$ cat src/rtl/dmi_req_sched_if.sv
// DMI request scheduler bus bundle: TAP-side request/status signals and the
// valid/ready request channel plus response strobe toward the debug module.
// The slave modport is the scheduler's view; master is its environment.
interface dmi_req_sched_if;
  logic        io_wr_en;
  logic        io_rd_en;
  logic [6:0]  io_wr_addr;
  logic [31:0] io_wr_data;
  logic        io_dmi_reset;
  logic        io_dmi_hard_reset;
  logic        io_dm_req_valid;
  logic        io_dm_req_ready;
  logic        io_dm_req_write;
  logic [6:0]  io_dm_req_addr;
  logic [31:0] io_dm_req_wdata;
  logic        io_dm_resp_valid;
  logic [31:0] io_dm_resp_data;
  logic        io_dm_resp_err;
  logic [31:0] io_rd_data;
  logic [1:0]  io_dmi_stat;
  logic        io_busy;

  modport slave (
    input  io_wr_en, io_rd_en, io_wr_addr, io_wr_data,
    input  io_dmi_reset, io_dmi_hard_reset,
    input  io_dm_req_ready, io_dm_resp_valid, io_dm_resp_data, io_dm_resp_err,
    output io_dm_req_valid, io_dm_req_write, io_dm_req_addr, io_dm_req_wdata,
    output io_rd_data, io_dmi_stat, io_busy
  );

  modport master (
    output io_wr_en, io_rd_en, io_wr_addr, io_wr_data,
    output io_dmi_reset, io_dmi_hard_reset,
    output io_dm_req_ready, io_dm_resp_valid, io_dm_resp_data, io_dm_resp_err,
    input  io_dm_req_valid, io_dm_req_write, io_dm_req_addr, io_dm_req_wdata,
    input  io_rd_data, io_dmi_stat, io_busy
  );
endinterface

$ cat src/rtl/dmi_req_sched.sv
// dmi_req_sched: sequences one DMI read/write at a time from the TAP side to
// the debug module, waits for the response, returns read data and keeps the
// sticky 2-bit DMI status (0 ok, 2 failed, 3 busy). All outputs are flops.
module dmi_req_sched #(
  parameter int TIMEOUT = 255
) (
  input logic            clock,
  input logic            reset,
  dmi_req_sched_if.slave bus
);

  localparam logic [1:0] IDLE = 2'd0;
  localparam logic [1:0] REQ  = 2'd1;
  localparam logic [1:0] RESP = 2'd2;

  localparam logic [1:0] STAT_OK   = 2'd0;
  localparam logic [1:0] STAT_FAIL = 2'd2;
  localparam logic [1:0] STAT_BUSY = 2'd3;

  localparam int CNT_W = (TIMEOUT > 255) ? $clog2(TIMEOUT + 1) : 8;
  // Counter is 0 in the first cycle after acceptance, so the abort decision
  // is taken in the cycle that is TIMEOUT cycles after acceptance.
  localparam logic [CNT_W-1:0] CNT_LAST = CNT_W'(TIMEOUT - 1);

  logic [1:0]       state_r, state_nxt_s;
  logic [CNT_W-1:0] cnt_r, cnt_nxt_s;
  logic [1:0]       stat_r, stat_nxt_s;
  logic             valid_r, busy_r, write_r;
  logic [6:0]       addr_r;
  logic [31:0]      wdata_r, rd_data_r;
  logic             req_s, latch_s, rd_upd_s;

  assign req_s = bus.io_wr_en | bus.io_rd_en;

  // Next-state, counter and sticky-status decision for the transaction FSM.
  always_comb begin
    state_nxt_s = state_r;
    cnt_nxt_s   = cnt_r;
    stat_nxt_s  = stat_r;
    latch_s     = 1'b0;
    rd_upd_s    = 1'b0;
    if (bus.io_dmi_hard_reset) begin
      // Abort wins over everything, including a same-cycle request.
      state_nxt_s = IDLE;
      cnt_nxt_s   = '0;
      stat_nxt_s  = STAT_OK;
    end else begin
      case (state_r)
        IDLE: begin
          // A pending sticky status blocks new requests unless it is
          // being cleared in this very cycle.
          if (req_s && ((stat_r == STAT_OK) || bus.io_dmi_reset)) begin
            latch_s     = 1'b1;
            state_nxt_s = REQ;
            cnt_nxt_s   = '0;
          end else begin
            state_nxt_s = IDLE;
          end
        end
        REQ: begin
          if (cnt_r == CNT_LAST) begin
            state_nxt_s = IDLE;
            cnt_nxt_s   = '0;
            stat_nxt_s  = STAT_FAIL;
          end else if (bus.io_dm_req_ready) begin
            state_nxt_s = RESP;
            cnt_nxt_s   = cnt_r + 1'b1;
          end else begin
            cnt_nxt_s   = cnt_r + 1'b1;
          end
        end
        RESP: begin
          // A response in the timeout cycle still counts as on time.
          if (bus.io_dm_resp_valid) begin
            state_nxt_s = IDLE;
            cnt_nxt_s   = '0;
            if (bus.io_dm_resp_err) begin
              stat_nxt_s = STAT_FAIL;
            end else begin
              rd_upd_s = ~write_r;
            end
          end else if (cnt_r == CNT_LAST) begin
            state_nxt_s = IDLE;
            cnt_nxt_s   = '0;
            stat_nxt_s  = STAT_FAIL;
          end else begin
            cnt_nxt_s   = cnt_r + 1'b1;
          end
        end
        default: begin
          state_nxt_s = IDLE;
          cnt_nxt_s   = '0;
        end
      endcase
      // Overlapping request: flag busy only if no failure is recorded.
      if ((state_r != IDLE) && req_s && (stat_nxt_s == STAT_OK)) begin
        stat_nxt_s = STAT_BUSY;
      end else begin
        stat_nxt_s = stat_nxt_s;
      end
      // Status clear beats any status-setting event in the same cycle.
      if (bus.io_dmi_reset) begin
        stat_nxt_s = STAT_OK;
      end else begin
        stat_nxt_s = stat_nxt_s;
      end
    end
  end

  // State, counter, status and registered output updates.
  always_ff @(posedge clock) begin
    if (reset) begin
      state_r   <= IDLE;
      cnt_r     <= '0;
      stat_r    <= STAT_OK;
      valid_r   <= 1'b0;
      busy_r    <= 1'b0;
      write_r   <= 1'b0;
      addr_r    <= 7'd0;
      wdata_r   <= 32'd0;
      rd_data_r <= 32'd0;
    end else begin
      state_r <= state_nxt_s;
      cnt_r   <= cnt_nxt_s;
      stat_r  <= stat_nxt_s;
      valid_r <= (state_nxt_s == REQ);
      busy_r  <= (state_nxt_s != IDLE);
      if (latch_s) begin
        write_r <= bus.io_wr_en;
        addr_r  <= bus.io_wr_addr;
        wdata_r <= bus.io_wr_data;
      end
      if (rd_upd_s) begin
        rd_data_r <= bus.io_dm_resp_data;
      end
    end
  end

  assign bus.io_dm_req_valid = valid_r;
  assign bus.io_dm_req_write = write_r;
  assign bus.io_dm_req_addr  = addr_r;
  assign bus.io_dm_req_wdata = wdata_r;
  assign bus.io_rd_data      = rd_data_r;
  assign bus.io_dmi_stat     = stat_r;
  assign bus.io_busy         = busy_r;

endmodule

$ cat src/flat_wrapper.sv
// flat-port wrapper written by rule: the top's interface ports become plain ports
module dmi_req_sched_flat 
#(
  parameter int TIMEOUT = 255
)
  (clock, reset, bus_io_wr_en, bus_io_rd_en, bus_io_wr_addr, bus_io_wr_data, bus_io_dmi_reset, bus_io_dmi_hard_reset, bus_io_dm_req_ready, bus_io_dm_resp_valid, bus_io_dm_resp_data, bus_io_dm_resp_err, bus_io_dm_req_valid, bus_io_dm_req_write, bus_io_dm_req_addr, bus_io_dm_req_wdata, bus_io_rd_data, bus_io_dmi_stat, bus_io_busy);
  dmi_req_sched_if bus_i ();
  input logic clock;
  input logic reset;
  input wire logic [$bits(bus_i.io_wr_en)-1:0] bus_io_wr_en;
  input wire logic [$bits(bus_i.io_rd_en)-1:0] bus_io_rd_en;
  input wire logic [$bits(bus_i.io_wr_addr)-1:0] bus_io_wr_addr;
  input wire logic [$bits(bus_i.io_wr_data)-1:0] bus_io_wr_data;
  input wire logic [$bits(bus_i.io_dmi_reset)-1:0] bus_io_dmi_reset;
  input wire logic [$bits(bus_i.io_dmi_hard_reset)-1:0] bus_io_dmi_hard_reset;
  input wire logic [$bits(bus_i.io_dm_req_ready)-1:0] bus_io_dm_req_ready;
  input wire logic [$bits(bus_i.io_dm_resp_valid)-1:0] bus_io_dm_resp_valid;
  input wire logic [$bits(bus_i.io_dm_resp_data)-1:0] bus_io_dm_resp_data;
  input wire logic [$bits(bus_i.io_dm_resp_err)-1:0] bus_io_dm_resp_err;
  output wire logic [$bits(bus_i.io_dm_req_valid)-1:0] bus_io_dm_req_valid;
  output wire logic [$bits(bus_i.io_dm_req_write)-1:0] bus_io_dm_req_write;
  output wire logic [$bits(bus_i.io_dm_req_addr)-1:0] bus_io_dm_req_addr;
  output wire logic [$bits(bus_i.io_dm_req_wdata)-1:0] bus_io_dm_req_wdata;
  output wire logic [$bits(bus_i.io_rd_data)-1:0] bus_io_rd_data;
  output wire logic [$bits(bus_i.io_dmi_stat)-1:0] bus_io_dmi_stat;
  output wire logic [$bits(bus_i.io_busy)-1:0] bus_io_busy;
  assign bus_i.io_wr_en = bus_io_wr_en;
  assign bus_i.io_rd_en = bus_io_rd_en;
  assign bus_i.io_wr_addr = bus_io_wr_addr;
  assign bus_i.io_wr_data = bus_io_wr_data;
  assign bus_i.io_dmi_reset = bus_io_dmi_reset;
  assign bus_i.io_dmi_hard_reset = bus_io_dmi_hard_reset;
  assign bus_i.io_dm_req_ready = bus_io_dm_req_ready;
  assign bus_i.io_dm_resp_valid = bus_io_dm_resp_valid;
  assign bus_i.io_dm_resp_data = bus_io_dm_resp_data;
  assign bus_i.io_dm_resp_err = bus_io_dm_resp_err;
  assign bus_io_dm_req_valid = bus_i.io_dm_req_valid;
  assign bus_io_dm_req_write = bus_i.io_dm_req_write;
  assign bus_io_dm_req_addr = bus_i.io_dm_req_addr;
  assign bus_io_dm_req_wdata = bus_i.io_dm_req_wdata;
  assign bus_io_rd_data = bus_i.io_rd_data;
  assign bus_io_dmi_stat = bus_i.io_dmi_stat;
  assign bus_io_busy = bus_i.io_busy;
  dmi_req_sched #(.TIMEOUT(TIMEOUT)) u_core (.clock(clock), .reset(reset), .bus(bus_i));
endmodule
$ cat config.mk
export PLATFORM = sky130hd
export DESIGN_NAME = dmi_req_sched_flat
export DESIGN_NICKNAME = d
export VERILOG_FILES = /design/src/rtl/dmi_req_sched_if.sv /design/src/rtl/dmi_req_sched.sv /design/src/flat_wrapper.sv
export SDC_FILE = /design/constraint.sdc
export NUM_CORES = 1
export LEC_CHECK = 0
export BUFFER_PORTS_ARGS = -buffer_cell sky130_fd_sc_hd__clkbuf_2
export CAP_MARGIN = 15
export CORE_UTILIZATION = 49
export DETAILED_ROUTE_END_ITERATION = 10
export HOLD_SLACK_MARGIN = 0.02
export PLACE_DENSITY = 0.9
export SYNTH_ARGS = -nofsm -noshare
export SYNTH_HDL_FRONTEND = slang
export SYNTH_SLANG_ARGS = --single-unit
$ cat constraint.sdc
create_clock -name clock -period 3.01 [get_ports clock]
set_input_delay 0 -clock clock [delete_from_list [all_inputs] [get_ports clock]]
set_output_delay 0 -clock clock [all_outputs]
set_load 0.05 [all_outputs]
== Word-level counts from Yosys, hierarchy flattened ==
Index checks and enable logic that the tools add are counted.
Operators by class
  add/sub/neg operators: 1
  equality and inequality tests: 5
  multiplexer cells: 24
  bitwise logic cells: 2
  reductions and logical operators: 11
Operators by type and width (number)
  two-way mux 8 bit: 3
  case mux 8 bit (3 select lines): 1
  two-way mux 2 bit: 10
  adder 8 x 1 -> 8 bit (second input constant): 1
  equality test 8 bit (second input constant): 1
  two-way mux 1 bit: 8
  zero test 2 bit: 3
  case mux 2 bit (3 select lines): 1
  equality test 2 x 1 -> 1 bit (second input constant): 2
  case mux 2 bit (2 select lines): 1
  nonzero test 2 bit: 2
  logical AND 1 bit: 3
  OR reduction 3 bit: 1
  equality test 2 bit (second input constant): 1
  inequality test 2 x 1 -> 1 bit (second input constant): 1
  OR reduction 2 bit: 1
  logical OR 1 bit: 1
  NOT 1 bit: 1
  OR 1 bit: 1
Word-level totals
  flip-flop bits (word level): 86
  output and inout port bits: 76
  logic and storage cells: 52

== Longest topological paths before layout ==
  word-level depth: 8
  depth in mapped cells: 8
  mapped depth without buffers: 6

== Worst setup path before layout ==
Ideal clock, no wire load.
  path type: register to register
  from: register u_core.stat_r[1] (netlist: u_core.bus.io_dmi_stat[1])
  to: register u_core.valid_r (netlist: u_core.bus.io_dm_req_valid)
  setup time: 0.070 ns
  arrival time: 1.856 ns
  required time: 2.940 ns
  setup slack: 1.084 ns
  stages on the path, launching flop included: 6
  buffers on the path: 1
  period minus slack after synthesis: 1.926 ns
  cell sequence: dfxtp_1 > o21ba_2 > or4b_1 > clkbuf_1 > or3_1 > a21boi_1
On the way
  word-level cells in the longest chain between the ends: 7
RTL lines
  start: declaration: line dmi_req_sched.sv:27  | logic [1:0] stat_r, stat_nxt_s;
  start signal: assignment: line dmi_req_sched.sv:125  | stat_r <= stat_nxt_s;
  zero test 2 bit: line dmi_req_sched.sv:52  | if (req_s && ((stat_r == STAT_OK) || bus.io_dmi_reset)) begin
  logical OR 1 bit: line dmi_req_sched.sv:52
  logical AND 1 bit: line dmi_req_sched.sv:52
  two-way mux 1 bit: line dmi_req_sched.sv:52
  case mux 2 bit (3 select lines): line dmi_req_sched.sv:48  | case (state_r)
  two-way mux 2 bit: line dmi_req_sched.sv:42  | if (bus.io_dmi_hard_reset) begin
  equality test 2 x 1 -> 1 bit: line dmi_req_sched.sv:126  | valid_r <= (state_nxt_s == REQ);
  end signal: assignment: line dmi_req_sched.sv:126
  end: declaration: line dmi_req_sched.sv:28  | logic valid_r, busy_r, write_r;
No other way between the ends.
A chain may end at the register's enable or synchronous reset.

== Worst setup path after layout ==
  from: register u_core.state_r[0]
  to: register u_core.rd_data_r[19] (netlist: u_core.bus.io_rd_data[19])
On the way
  word-level cells in the longest chain between the ends: 3
RTL lines
  start: declaration: line dmi_req_sched.sv:25  | logic [1:0] state_r, state_nxt_s;
  start signal: assignment: line dmi_req_sched.sv:123  | state_r <= state_nxt_s;
  equality test 2 bit: line dmi_req_sched.sv:48
  two-way mux 1 bit: line dmi_req_sched.sv:48
  two-way mux 1 bit: line dmi_req_sched.sv:42
  end signal: assignment: line dmi_req_sched.sv:134  | rd_data_r <= bus.io_dm_resp_data;
  end: declaration: line dmi_req_sched.sv:30  | logic [31:0] wdata_r, rd_data_r;
No other way between the ends.

==> results.sh <==
export IMPL_status="completed"
export IMPL_path_buf_inv=1
export IMPL_crit_chain="inv_1 > ha_1 > nand2_1 > or4_1 > nand2_1 > a21oi_1"
export IMPL_path_common_cell="nand2_1"
export IMPL_power_density_mw_per_mm2=478
export IMPL_grtUsageTotal_pct=29.4
export IMPL_drc=0
export IMPL_grt_use_met2_pct=54.7
export IMPL_yosys_most_used_dff="dfxtp_1"
export IMPL_ys_warn_count=0
export IMPL_cts_tree="done"
export IMPL_synth_top_area_share_pct=52.8
export IMPL_ir_drop_mv=0.372
export IMPL_die_x_um=83.6
export IMPL_gp_congestion=0.840
export IMPL_ys_seq_area_share_pct=52.8
export IMPL_root_buffer="clkbuf_8"
export IMPL_r2r_start="u_core.state_r[0]"
export IMPL_cts_max_level=3
export IMPL_antenna_found_initial=0
export IMPL_clk_pin_slew_ns=0.09
export IMPL_critPathTopFamily="simple AND/OR/NAND/NOR gates"
export IMPL_synth_nets=495
export IMPL_hpwl_um=5940
export IMPL_clock_sinks=86
export IMPL_synth_edff_count=0
export IMPL_slowest_delay_ns=0.91
export IMPL_fillers=444
export IMPL_yosysMostFrequentCell="nand2_1"
export IMPL_place_inst=620
export IMPL_diodes=0
export IMPL_stdcell_count=708
export IMPL_grt_max_degree=40
export IMPL_synth_cells=409
export IMPL_end_kind="flop"
export IMPL_max_freq_mhz=439
export IMPL_final_setup_viol_count=0
export IMPL_clock_path_buffers=2
export IMPL_drt_wirelength_per_cell_um=14.7
export IMPL_drtIter0Drc=125
export IMPL_met3_usage_pct=5.74
export IMPL_worst_clock_skew_ns=0.00899
export IMPL_leakage_nw=2.17
export IMPL_worstHoldStart="bus_io_dmi_hard_reset"
export IMPL_core_area_mm2=0.00639
export IMPL_hold_path_class="in -> reg"
export IMPL_synth_async_reset_ratio_pct=0
export IMPL_cp_required_ns=3.21
export IMPL_synth_area_top_cells="dfxtp_1 53%, nand2_1 18%, a21oi_1 12%"
export IMPL_grt_busiest_layer="met2"
export IMPL_ys_ff_latch=86
export IMPL_drive_gt1_share_pct=28.1
export IMPL_crit_type="reg -> reg"
export IMPL_netlist_area_mm2=0.00326
export IMPL_fin_crit_sh_pct=75.7
export IMPL_die_area_mm2=0.00698
export IMPL_cap_violations=0
export IMPL_crit_path_max_fanout=32
export IMPL_ys_types=34
export IMPL_routed_wl_um=10400
export IMPL_hold_viol=0
export IMPL_cts_repair_resized=0
export IMPL_cp_data_arrival_time_ns=2.48
export IMPL_fin_setup_tns_ns=0
export IMPL_die_h_um=83.6
export IMPL_clock_latency_ns=0.33
export IMPL_synth_common_cells="152 x nand2_1, 86 x dfxtp_1, 77 x a21oi_1"
export IMPL_syn2layout_area_growth_pct=53.5
export IMPL_fp_row_count=29
export IMPL_syn_area_per_cell_um2=7.97
export IMPL_grt_pass1_wl_um=16500
export IMPL_timing_final_crit_period_ns=2.28
export IMPL_critPathLaunchType="flop"
export IMPL_slew_violations=0
export IMPL_dr_pass1_iters=4
export IMPL_fin_nets=713
export IMPL_num_vias=3653
export IMPL_cts_buffers_inserted=9
export IMPL_grt_pass1_vias=3532
export IMPL_gr_total_overflow=0
export IMPL_postRouteAntennaNets=0
export IMPL_ios=156
export IMPL_tightest_slew_ns=1.08
export IMPL_start_util_pct=51.0
export IMPL_port_buffers=155
export IMPL_synth_largest_area_cell="dfxtp_1"
export IMPL_grtUsageMet1_pct=32.7
export IMPL_rsz0062_at_grt="false"
export IMPL_vias_per_cell=5.16
export IMPL_timing_slew_headroom_pct=27.9
export IMPL_startpoint="u_core.state_r[0]"
export IMPL_slowest_stage="or4_1"
final timing paths:
check                                    end  slack (ns)  cells after the start
hold / removal    u_core.bus.io_dm_req_write        0.12                      4
setup reg to reg   u_core.bus.io_rd_data[19]        0.73                      6
setup / recovery   u_core.bus.io_rd_data[19]        0.73                      6
hold reg to reg    u_core.bus.io_rd_data[14]        0.46                      2
through the flow:
stage | hold WS, ns | utilization (%) | setup WS, ns | total power, W | area (µm²)
2_1_floorplan | 0.136 | - | 1.08 | 0.00143 | 3260
3_3_place_gp | 0.221 | 63.9 | 0.917 | 0.00153 | 4080
3_5_place_dp | 0.227 | 63.9 | 0.838 | 0.00154 | 4080
4_1_cts | 0.102 | 78.3 | 0.808 | 0.00239 | 5000
5_1_grt | 0.130 | 78.3 | 0.628 | 0.00249 | 5000
6_report | 0.123 | 78.3 | 0.732 | 0.00239 | 5000
worst reg2reg max path: cells and delay by family, from the launching register on:
| kind | cells | cell delay, ns |
|---|---|---|
| fa+ha+maj | 1 | 0.24 |
| compound gates | 1 | 0.12 |
| flops | 1 | 0.34 |
| buf+inv | 1 | 0.11 |
| simple gates | 3 | 1.34 |
final cells by class:
cell class / instances / area (µm²) / share of cell area, %
repair buffers: 232 / 1540 / 30.7
multi-input cells: 294 / 1440 / 28.9
clock inverters: 4 / 47.5 / 0.950
clock buffers: 11 / 141 / 2.83
flip-flops and latches: 86 / 1720 / 34.4
inverters: 4 / 15.0 / 0.300
well taps: 77 / 96.3 / 1.93
report_power, final:
group | total, W | leakage [nW] | internal, W | switching, W
clock | 0.000786 | 0.0952 | 0.000400 | 0.000387
sequential | 0.00119 | 0.699 | 0.00117 | 0.0000214
combinational | 0.000410 | 1.38 | 0.000157 | 0.000253
total | 0.00239 | 2.17 | 0.00173 | 0.000661
cells in the final DEF, fill, tap and decap left out, types with 2 or more instances in the layout:
master / instances
o31ai_1: 2
a21oi_1: 77
ha_1: 6
dfxtp_1: 86
o2bb2ai_1: 3
buf_4: 4
or3_1: 2
a31oi_1: 2
o21a_1: 2
inv_1: 4
clkbuf_2: 155
nand3_1: 3
clkinv_2: 2
xnor2_1: 4
nor2b_1: 3
o21ai_0: 2
a211oi_1: 4
clkbuf_8: 10
nor2_1: 12
nand2_1: 152
dlygate4sd3_1: 73
or4_1: 4
sequential cells by signal (all words and copies together) (netlist names), 2 cells and up:
name,cells
u_core.state_r,2
u_core.bus.io_dm_req_wdata,32
u_core.bus.io_dmi_stat,2
u_core.bus.io_rd_data,32
u_core.bus.io_dm_req_addr,7
u_core.cnt_r,8
layer usage:
metal / wire length [µm] / up-vias / part of all wire (%)
li1: - / 1786 / -
met1: 4090 / 1683 / 39
met2: 5350 / 159 / 51
met3: 709 / 25 / 6.8
met4: 265 / 0 / 2.5
met5: 0 / - / 0
cell families (layout without fill, tap and decap cells):
group / after synthesis / count (layout) / synth area share [%]
adders and majority gates: 6 / 6 / 2.30
AOI/OAI and AO/OA: 98 / 98 / 16.8
DFF: 86 / 86 / 52.8
buffers and inverters: 29 / 251 / 3.34
xor gates and xnor gates: 4 / 4 / 1.07
and+or+nand+nor: 186 / 186 / 23.7
repair_timing:
item	4_1_cts	5_1_grt
setup buffers	0	0
hold endpoints to repair	74	0
hold buffers	73	0
No activity file was read; power rests on OpenSTA's default activity.
